$ cat src/rtl/seg7_scan_disp.sv
// N-digit time-multiplexed seven-segment driver with frame-synchronous double buffering,
// guard blanking at each digit switch and optional leading-zero suppression.
module seg7_scan_disp #(
  parameter int unsigned NUM_DIGITS   = 4,
  parameter int unsigned CLK_HZ       = 100000000,
  parameter int unsigned FRAME_HZ     = 250,
  parameter int unsigned GUARD_CYCLES = 2,
  parameter bit          ACTIVE_LOW   = 1'b1,
  parameter bit          LZ_BLANK     = 1'b1
) (
  input  logic                    clk,
  input  logic                    rst,
  input  logic [4*NUM_DIGITS-1:0] data,
  input  logic                    data_valid,
  output logic [6:0]              segments,
  output logic [NUM_DIGITS-1:0]   digit_en,
  output logic                    frame_start
);

  localparam int unsigned TICK_DIV = CLK_HZ / (FRAME_HZ * NUM_DIGITS);
  localparam int unsigned PW       = (TICK_DIV > 1) ? $clog2(TICK_DIV) : 1;
  localparam int unsigned IW       = (NUM_DIGITS > 1) ? $clog2(NUM_DIGITS) : 1;
  localparam int unsigned DW       = 4 * NUM_DIGITS;

  localparam logic [PW-1:0] PCNT_MAX = PW'(TICK_DIV - 1);
  localparam logic [PW-1:0] GUARD    = PW'(GUARD_CYCLES);
  localparam logic [IW-1:0] IDX_MAX  = IW'(NUM_DIGITS - 1);

  if (TICK_DIV < GUARD_CYCLES + 2) begin : g_tick_div_check
    $error("seg7_scan_disp: TICK_DIV too small for GUARD_CYCLES");
  end

  if (NUM_DIGITS < 1 || NUM_DIGITS > 8) begin : g_num_digits_check
    $error("seg7_scan_disp: NUM_DIGITS must be 1..8");
  end

  logic [PW-1:0]         pcnt;
  logic [IW-1:0]         idx;
  logic [DW-1:0]         pend_buf;
  logic [DW-1:0]         disp_buf;
  logic                  tick;
  logic                  frame_wrap;
  logic [3:0]            nib;
  logic [6:0]            font;
  logic [NUM_DIGITS-1:0] zero_from;
  logic                  blank;
  logic [6:0]            seg_hi;
  logic [NUM_DIGITS-1:0] en_hi;

  always_comb begin
    tick       = (pcnt == PCNT_MAX);
    frame_wrap = tick && (idx == IDX_MAX);
  end

  always_ff @(posedge clk) begin
    if (rst) begin
      pcnt     <= '0;
      idx      <= '0;
      pend_buf <= '0;
      disp_buf <= '0;
    end else begin
      if (tick) begin
        pcnt <= '0;
        idx  <= frame_wrap ? '0 : idx + 1'b1;
      end else begin
        pcnt <= pcnt + 1'b1;
      end
      if (data_valid) begin
        pend_buf <= data;
      end
      // A strobe landing on the boundary bypasses pend_buf so it shows without a frame of lag.
      if (frame_wrap) begin
        disp_buf <= data_valid ? data : pend_buf;
      end
    end
  end

  // zero_from[i]: nibble i and every nibble above it are zero.
  always_comb begin
    zero_from = '0;
    zero_from[NUM_DIGITS-1] = (disp_buf[DW-4 +: 4] == 4'h0);
    for (int unsigned j = 2; j <= NUM_DIGITS; j++) begin
      zero_from[NUM_DIGITS-j] = (disp_buf[4*(NUM_DIGITS-j) +: 4] == 4'h0)
                                && zero_from[NUM_DIGITS-j+1];
    end
  end

  always_comb begin
    nib   = disp_buf[4*idx +: 4];
    blank = LZ_BLANK && (idx != '0) && zero_from[idx];
  end

  always_comb begin
    case (nib)
      4'h0:    font = 7'h3F;
      4'h1:    font = 7'h06;
      4'h2:    font = 7'h5B;
      4'h3:    font = 7'h4F;
      4'h4:    font = 7'h66;
      4'h5:    font = 7'h6D;
      4'h6:    font = 7'h7D;
      4'h7:    font = 7'h07;
      4'h8:    font = 7'h7F;
      4'h9:    font = 7'h6F;
      4'hA:    font = 7'h77;
      4'hB:    font = 7'h7C;
      4'hC:    font = 7'h39;
      4'hD:    font = 7'h5E;
      4'hE:    font = 7'h79;
      default: font = 7'h71;
    endcase
  end

  always_comb begin
    seg_hi = blank ? '0 : font;
    en_hi  = '0;
    if (pcnt >= GUARD) begin
      en_hi[idx] = 1'b1;
    end
  end

  always_ff @(posedge clk) begin
    if (rst) begin
      segments    <= {7{ACTIVE_LOW}};
      digit_en    <= {NUM_DIGITS{ACTIVE_LOW}};
      frame_start <= 1'b0;
    end else begin
      segments    <= seg_hi ^ {7{ACTIVE_LOW}};
      digit_en    <= en_hi ^ {NUM_DIGITS{ACTIVE_LOW}};
      frame_start <= frame_wrap;
    end
  end

endmodule

$ cat config.mk
export PLATFORM = sky130hd
export DESIGN_NAME = seg7_scan_disp
export DESIGN_NICKNAME = d
export VERILOG_FILES = /design/src/rtl/seg7_scan_disp.sv
export SDC_FILE = /design/constraint.sdc
export NUM_CORES = 1
export LEC_CHECK = 0
export BUFFER_PORTS_ARGS = -buffer_cell sky130_fd_sc_hd__buf_2
export CAP_MARGIN = 20
export CORE_UTILIZATION = 58
export CTS_BUF_LIST = sky130_fd_sc_hd__clkbuf_4 sky130_fd_sc_hd__clkbuf_8
export CTS_CLUSTER_DIAMETER = 40
export DETAILED_ROUTE_END_ITERATION = 7
export GPL_TIMING_DRIVEN = 1
export MAX_ROUTING_LAYER = met4
export PLACE_DENSITY_LB_ADDON = 0.25
export SYNTH_ARGS = -nofsm -noshare
export SYNTH_HDL_FRONTEND = slang
export SYNTH_SLANG_ARGS = --single-unit
export TNS_END_PERCENT = 10
$ cat constraint.sdc
create_clock -name clk -period 3 [get_ports clk]
set_clock_uncertainty 0.2 [all_clocks]
set_input_delay 0.6 -clock clk [delete_from_list [all_inputs] [get_ports clk]]
set_output_delay 0.6 -clock clk [all_outputs]
set_load 0.02 [all_outputs]
Yosys cells after proc, flatten, opt, wreduce, memory -nomap -nowiden
Memory sizes are Yosys's and may differ from the RTL's.
Index checks and enable logic that the tools add are counted.

cells by class
  add/subtract/negate cells = 2
  multiply operators = 0
  div/mod/pow operators = 0
  magnitude comparators = 3
  eq/ne operators = 2
  shift-type cells = 1
  multiplexer cells = 8
  bitwise operators = 2
  reduce and logical (&&, ||, !) cells = 12

operator list
  cell                                                                                  count
  17-bit by 1-bit adder with 17-bit output, second input constant                       1
  17-bit equality test, second input constant                                           1
  17-bit by 2-bit greater-or-equal comparator with 1-bit output, second input constant  1
  4-bit zero test                                                                       4
  16-bit two-way mux                                                                    1
  16-bit by 5-bit indexed part select with 4-bit output                                 1
  7-bit two-way mux                                                                     1
  7-bit NOT                                                                             1
  1-bit logical AND                                                                     6
  4-bit two-way mux                                                                     1
  4-bit NOT                                                                             1
  2-bit by 3-bit less-than comparator with 1-bit output, second input constant          1
  2-bit by 1-bit adder with 2-bit output, second input constant                         1
  1-bit binary-select mux with 2-bit select                                             1
  1-bit demux with 2-bit select                                                         1
  2-bit equality test, second input constant                                            1
  2-bit by 1-bit greater-or-equal comparator with 1-bit output, second input constant   1
  1-bit two-way mux                                                                     2
  2-bit two-way mux                                                                     1
  2-bit nonzero test                                                                    1
  2-bit OR reduction                                                                    1

word-level totals
  register bits = 63
  latch bits = 0
  bits in writable memories = 0
  ROM bits = 112
  bits of input ports = 19
  output and inout bits = 12
  logic and storage cells = 38
  memories = 1

memory list
  memory           depth  width  read ports  clocked after Yosys merged registers in  write ports  RTL line  source
  (no name shown)  16     7      1           0                                        0            94        case (nib)

Depth between registers and ports, before layout
Gate-level depths: netlist of the first run.

  word-level depth = 9
  gate-level depth with buffers = 9
  depth with buffers taken out = 7

Worst setup path before layout of the first run
No wires, ideal clock.

  path type = register -> register
  start = reg idx[0]
  end = reg segments[3]
  library setup time = 132 ps
  arrival time = 2138 ps
  required time = 2668 ps
  slack = 530 ps
  cell stages (with the launch flop) = 9
  path buffers = 2
  period minus slack after synthesis = 2470 ps
  path through = dfxtp_1 buf_2 buf_2 mux4_2 inv_1 ha_1 inv_1 mux4_2 nand2b_1

on the way
  word-level cells in the longest chain between the ends = 5
  elaborated cells between the ends (all ways) = 8
  those cells by class = shift (1); mux (3); bitwise (1); reduce/logical (2); memory (1)

ends and longest elaborated chain
  what                                                                            RTL line  source
  from (decl)                                                                     38        logic [IW-1:0] idx;
  from (signal assigned)                                                          64        idx <= frame_wrap ? '0 : idx + 1'b1;
  parallel branches: the longest is 3 deep, another holds memory read 16 x 7 bit  n/a
  7-bit two-way mux *                                                             115       seg_hi = blank ? '0 : font;
  7-bit NOT (no line) *                                                           n/a
  to (signal assigned)                                                            124       segments <= {7{ACTIVE_LOW}};
  to (signal assigned)                                                            128       segments <= seg_hi ^ {7{ACTIVE_LOW}};
  to (decl)                                                                       15        output logic [6:0] segments,

Mark *: on every way between the ends. The select of a mux whose other input is x is not followed.
A chain may end at the register's enable or synchronous reset.

Worst setup path in the final report of the first run
  start = reg idx[0]
  end = reg segments[2]

The elaborated chain is that of the path after synthesis.

==> results of run 1 <==
-- power breakdown --
| group | switching (mW) | internal, mW | leakage (nW) | total (mW) |
|---|---|---|---|---|
| combinational | 0.0469 | 0.0338 | 0.732 | 0.0807 |
| clock | 0.295 | 0.354 | 0.0942 | 0.649 |
| sequential | 0.00801 | 0.859 | 0.514 | 0.867 |
-- cells by family (layout without fill, tap and decap cells) --
logic type,count (synthesis),in the layout,share of synthesized area
XOR/XNOR,12,12,0.0354
multiplexers,43,43,0.174
AO/OA/AOI/OAI,30,30,0.0679
buffers and inverters,25,53,0.0363
flip-flops,63,63,0.425
adder cells (fa/ha/maj),12,12,0.0506
AND/OR/NAND/NOR,118,118,0.211
-- area by class of cell --
class / count / area, µm²
clock inverter: 1 / 5.00
fill: 401 / 1520
clock buffer: 14 / 168
tap: 67 / 83.8
timing repair buffer: 31 / 158
multi-input combinational: 215 / 1600
sequential: 63 / 1260
inverter: 7 / 26.3
-- registers in the layout, summed over array words and instances (netlist names) --
register	cells
pcnt	17
disp_buf	16
pend_buf	16
segments	7
digit_en	4
idx	2
frame_start	1
-- worst max-delay path by stage --
| stage | slack, ns | end | depth (start not counted) | startpoint |
|---|---|---|---|---|
| detailed placement | 0.43 | segments[2]$_SDFF_PP1_ | 7 | idx[0]$_SDFFE_PP0P_ |
| global route | 0.26 | segments[2]$_SDFF_PP1_ | 7 | idx[0]$_SDFFE_PP0P_ |
| CTS | 0.42 | segments[2]$_SDFF_PP1_ | 7 | idx[0]$_SDFFE_PP0P_ |
| finish | 0.43 | segments[2]$_SDFF_PP1_ | 7 | idx[0]$_SDFFE_PP0P_ |
| global placement | 0.63 | segments[2]$_SDFF_PP1_ | 7 | idx[0]$_SDFFE_PP0P_ |
| floorplan | 0.53 | segments[3]$_SDFF_PP1_ | 8 | idx[0]$_SDFFE_PP0P_ |
-- cells in the final DEF, fill, tap and decap left out, types with 2 or more instances in the layout --
cell / Yosys / final
mux2i_1: 20 / 20
and3_1: 4 / 4
or3_1: 6 / 6
clkbuf_8: 0 / 10
nand4_1: 8 / 8
dfxtp_1: 63 / 63
nor2b_1: 16 / 16
nand2_1: 16 / 16
nor4_1: 2 / 2
nor2_1: 35 / 35
a31oi_1: 3 / 3
buf_2: 5 / 30
o211ai_1: 2 / 2
o41ai_1: 2 / 2
xor2_1: 7 / 7
mux2_2: 18 / 18
ha_1: 12 / 12
clkbuf_4: 0 / 4
nand3_1: 12 / 12
mux4_2: 5 / 5
a311oi_1: 2 / 2
or4_1: 5 / 5
inv_1: 7 / 7
and2_1: 3 / 3
o21ai_0: 8 / 8
nand2b_1: 2 / 2
o21bai_1: 2 / 2
or4_4: 2 / 2
nor3_1: 2 / 2
xnor2_1: 5 / 5
a21oi_1: 7 / 7
-- routing by layer --
metal / vias to the layer above / global-route usage / wire length [µm]
li1: 1111 / - / -
met1: 1042 / 0.290 / 2600
met2: 51 / 0.384 / 2700
met3: 8 / 0.0549 / 219
met4: 0 / 0.122 / 79
met5: - / - / 0
-- critical path: cells and delay by family (launching register included) --
kind	cells	cell delay (ns)
and+or+nand+nor	1	0.43
DFF	1	0.50
adders and majority gates	1	0.24
buffers and inverters	2	0.39
AOI/OAI and AO/OA	3	0.74
==> metrics.txt, run 1 <==
worst reg2reg path endpoint=segments[2]$_SDFF_PP1_; Critical Path RT=3.06 ns; largest area contributor in the netlist=dfxtp_1; register area share after synthesis=0.425; GRT overflow=0; Post-Route WL=5.60 mm; clk slew on worst S/H paths=0.07 ns; nets=358; Critical R2R Launch=idx[0]$_SDFFE_PP0P_; Top FF cell, synth=dfxtp_1; vias in the first global route=2141; Pwr Density=between 400 and 500 mW/mm²; post-route ant nets=0; clock tree buffer depth=2; reported leakage power=approximately 1.3 nW; post-layout util=0.685; CTS Buf Count=9; status=finished clean; # rows=25; via-per-instance ratio=approximately 5.6; final setup violation count=0; CTS root buffer=clkbuf_8; worst-margin pin slew=0.667 ns; slack of the critical path=0.428 ns; total number of vias=around 2200; Die X=73.5 µm; fmax=between 300 and 400 MHz; Hold Path End=pcnt[0]$_SDFF_PP0_; WHS=0.260 ns; post-synth cell types=40; layout cell share with drive strength beyond 1=0.227; Initial Util=0.616; maxcap violations=0; Post-synth EDFFs=0; CP max stage delay=0.50 ns; Startpoint Class=flop; wire length of the first global-routing pass=between 9 and 10 mm; Design Power=1.60 mW; Ant. Diodes=0; initial DRC count=232; CP arrival=around 2.6 ns; cell chain of the critical path=buf_4, inv_1, ha_1, or4_1, a311oi_1, a31oi_1, o211ai_1; TritonCTS clock tree=done; Final Cell Area=0.00330 mm²; Synth Cell Area=roughly 0.003 mm²; Pre-antenna DRT Iters=4; Max-slew headroom=0.555; # DRC=0; r2r setup slk=approximately 0.43 ns; Final Max Slew Viols=0; H-tree Lvls=3; initial antenna violation count=0; synthesized area per cell=9.79 µm²; RSZ-0062 raised after global routing=no; Routability Congestion=around 0.92; number of port buffers=30; area share of the largest cell type after synthesis=0.425; count leader, synth=dfxtp_1; Die Y=73.5 µm; Setup crit end kind=flop; final period utilization=0.857; # IOs=31; Synth async-reset ratio=0; Yosys reg bits=63; YS warnings=0; Post-Syn Nets=334; number of post-CTS setup repair buffers=0; Hold Path Origin=pcnt[0]$_SDFF_PP0_; FF-to-FF path depth=7; Synth area leaders=dfxtp_1 43%, mux2_2 6.8%, mux2i_1 6.8%; worst min path class=reg -> reg; clk_lat worst skew=0.33 ns; largest net degree at the start of global routing=40; most frequent cells after synthesis=63 x dfxtp_1, 35 x nor2_1, 20 x mux2i_1, 18 x mux2_2; crit-path max FO=11; Placed Area=0.00313 mm²; CP max-delay cell=dfxtp_1; clk sink count=63; die area=0.00540 mm²; post-DP HPWL=3.91 mm; Fin. Hold Viols=0; post-layout minimum cycle time=roughly 2.6 ns; Layout Cells excl Fill=398; Peak supply drop=0.000379 V; # hold bufs at CTS=0; Core ar.=0.00482 mm²; synthesized netlist cell count=303; cts repair resizes=0; CP Class=reg -> reg; hold path depth=1; drt wl/cell=about 14 µm; Inst Count DP=383; DP Worst Slack=0.431 ns; GR Util All Layers=0.243; synthesis-to-finish area growth=11.2%; TNS Setup=0 ns
Note: power is estimated with default switching activity, not from simulation.
==> run 2, diff against run 1 <==
REMOVE_ABC_BUFFERS = 1   (was not set)
==> run 2 against run 1 <==
Against the previous run:
- core utilization up 1.1 points
- register-to-register slack better by 0.14 ns
- via count down 2.4%
- count of clock-buffer cells in the layout down 3
- cell area up 1.6%
- flip-flop and latch count unchanged
- fmax up 5.8%
- sequential share of layout area down 0.61 points
- first-iteration DRC count down 48%
- sequential power about the same
- clock power up 27%
==> metrics.txt, run 2 (same netlist as run 1, synthesis figures left out) <==
clock tree buffer depth=2; crit-path max FO=12; combinational power share=0.046; # hold bufs at CTS=0; Ant. Diodes=0; final period utilization=0.810; fmax=411 MHz; hold path depth=1; Inst Count DP=383; post-route ant nets=0; Max-slew headroom=0.541; worst reg2reg path endpoint=segments[0]$_SDFF_PP1_; Peak supply drop=0.000411 V; Design Power=1.77 mW; number of post-CTS setup repair buffers=0; initial antenna violation count=0; Largest Register=pcnt; worst-margin pin slew=around 0.69 ns; Critical R2R Launch=idx[1]$_SDFFE_PP0P_; Critical Path RT=approximately 3 ns; CP arrival=around 2.4 ns; share of total power in the clock network=0.465; synthesis-to-finish area growth=13.0%; commonest cells after routing, fill and taps aside=63 x dfxtp_1, 35 x nor2_1, 30 x buf_2; Setup crit end kind=flop; post-layout util=0.696; layout cell share with drive strength beyond 1=0.229; post-DP HPWL=3.72 mm; wire length of the first global-routing pass=8.85 mm; initial DRC count=120; worst min path class=reg -> reg; via-per-instance ratio=roughly 5.4; slack of the critical path=0.570 ns; Sw Ratio=0.213; Die Y=73.5 µm; TritonCTS clock tree=done; post-layout minimum cycle time=2.43 ns; clk slew on worst S/H paths=around 0.070 ns; P_int=1.39 mW; clk sink count=63; drt wl/cell=13.6 µm; GRT overflow=0; cts repair resizes=0; nets=between 300 and 400; maxcap violations=0; Layout Cells excl Fill=399; Hold Path Origin=pcnt[0]$_SDFF_PP0_; FF-to-FF path depth=6; DP Worst Slack=0.627 ns; net switching power=0.377 mW; sequential power share=0.490; CTS Buf Count=9; number of port buffers=30; status=finished clean; CP Class=reg -> reg; r2r setup slk=0.57 ns; number of flip-flops under the largest register name=17; Routability Congestion=0.919; largest net degree at the start of global routing=40; Startpoint Class=flop; TNS Setup=0 ns; Initial Util=0.616; # IOs=31; # rows=25; Worst Setup SP=idx[1]$_SDFFE_PP0P_; fill count=391; Pre-antenna DRT Iters=4; total number of vias=2159; biggest regs=pcnt: 17 flops, disp_buf: 16 flops, pend_buf: 16 flops; # DRC=0; Final Max Slew Viols=0; GR Util All Layers=0.225; Pwr Density=about 530 mW/mm²; H-tree Lvls=3; vias in the first global route=around 2000; Die X=~74 µm; die area=0.00540 mm²; final setup violation count=0; CTS root buffer=clkbuf_8; Fin. Hold Viols=0; RSZ-0062 raised after global routing=no; Post-Route WL=5.41 mm; reported leakage power=roughly 1.4 nW; Hold Path End=pcnt[0]$_SDFF_PP0_; clk_lat worst skew=roughly 0.34 ns; Core ar.=0.00482 mm²; leading cell type in the layout, fill and taps excluded=dfxtp_1
==> run 2: cell types whose count changed in the layout (fill, tap and decap cells not counted) <==
cell,delta
clkbuf_4,-3
bufinv_16,+2
clkinv_4,+1
clkinvlp_4,+1
==> run 2: layout make-up <==
cell class                      instances  area, µm²  share of cell area
Multi-Input combinational cell        215       1600               0.476
Sequential cell                        63       1260               0.376
Timing Repair Buffer                   31        158              0.0470
Clock buffer                           11        145              0.0433
Tap cell                               67       83.8              0.0250
Clock inverter                          5       81.3              0.0243
Inverter                                7       26.3             0.00784
==> run 2: how the worst max path moves through the flow <==
stage / to / slack, ns / cells past startpoint
2_1_floorplan: segments[3]$_SDFF_PP1_ / 0.50 / 6
3_3_place_gp: segments[0]$_SDFF_PP1_ / 0.62 / 6
3_5_place_dp: segments[0]$_SDFF_PP1_ / 0.63 / 6
4_1_cts: segments[0]$_SDFF_PP1_ / 0.60 / 6
5_1_grt: segments[4]$_SDFF_PP1_ / 0.45 / 6
6_report: segments[0]$_SDFF_PP1_ / 0.57 / 6
==> run 2: per-stage QoR <==
| step | hold WS [ns] | instance area [µm²] |
|---|---|---|
| after detailed placement | 0.260 | 3130 |
| after CTS | 0.275 | 3350 |
| after floorplan | 0.226 | 2880 |
| after global routing | 0.286 | 3350 |
| after global placement | 0.246 | 3130 |
| final | 0.272 | 3350 |
==> run 2: routing by layer <==
layer / vias up / track usage / share of wire
li1: 1119 / - / -
met1: 978 / 0.266 / 0.48
met2: 50 / 0.352 / 0.46
met3: 12 / 0.0508 / 0.037
met4: 0 / 0.130 / 0.023
met5: - / - / 0
==> run 2: critical path: stages (launching register included) <==
cell and delay [ns]:
dfxtp_1 0.59, mux4_2 0.37, inv_1 0.11, ha_1 0.26, or4_1 0.53, o41ai_1 0.11, o31ai_1 0.12
==> run 2: power by group through the flow <==
stage	logic (mW)	registers [mW]	clock network, mW
global placement	0.0808	0.884	0
floorplan	0.0372	0.891	0
detailed placement	0.0822	0.885	0
CTS	0.0823	0.866	0.837
finish	0.0812	0.866	0.821
global route	0.0901	0.867	0.871
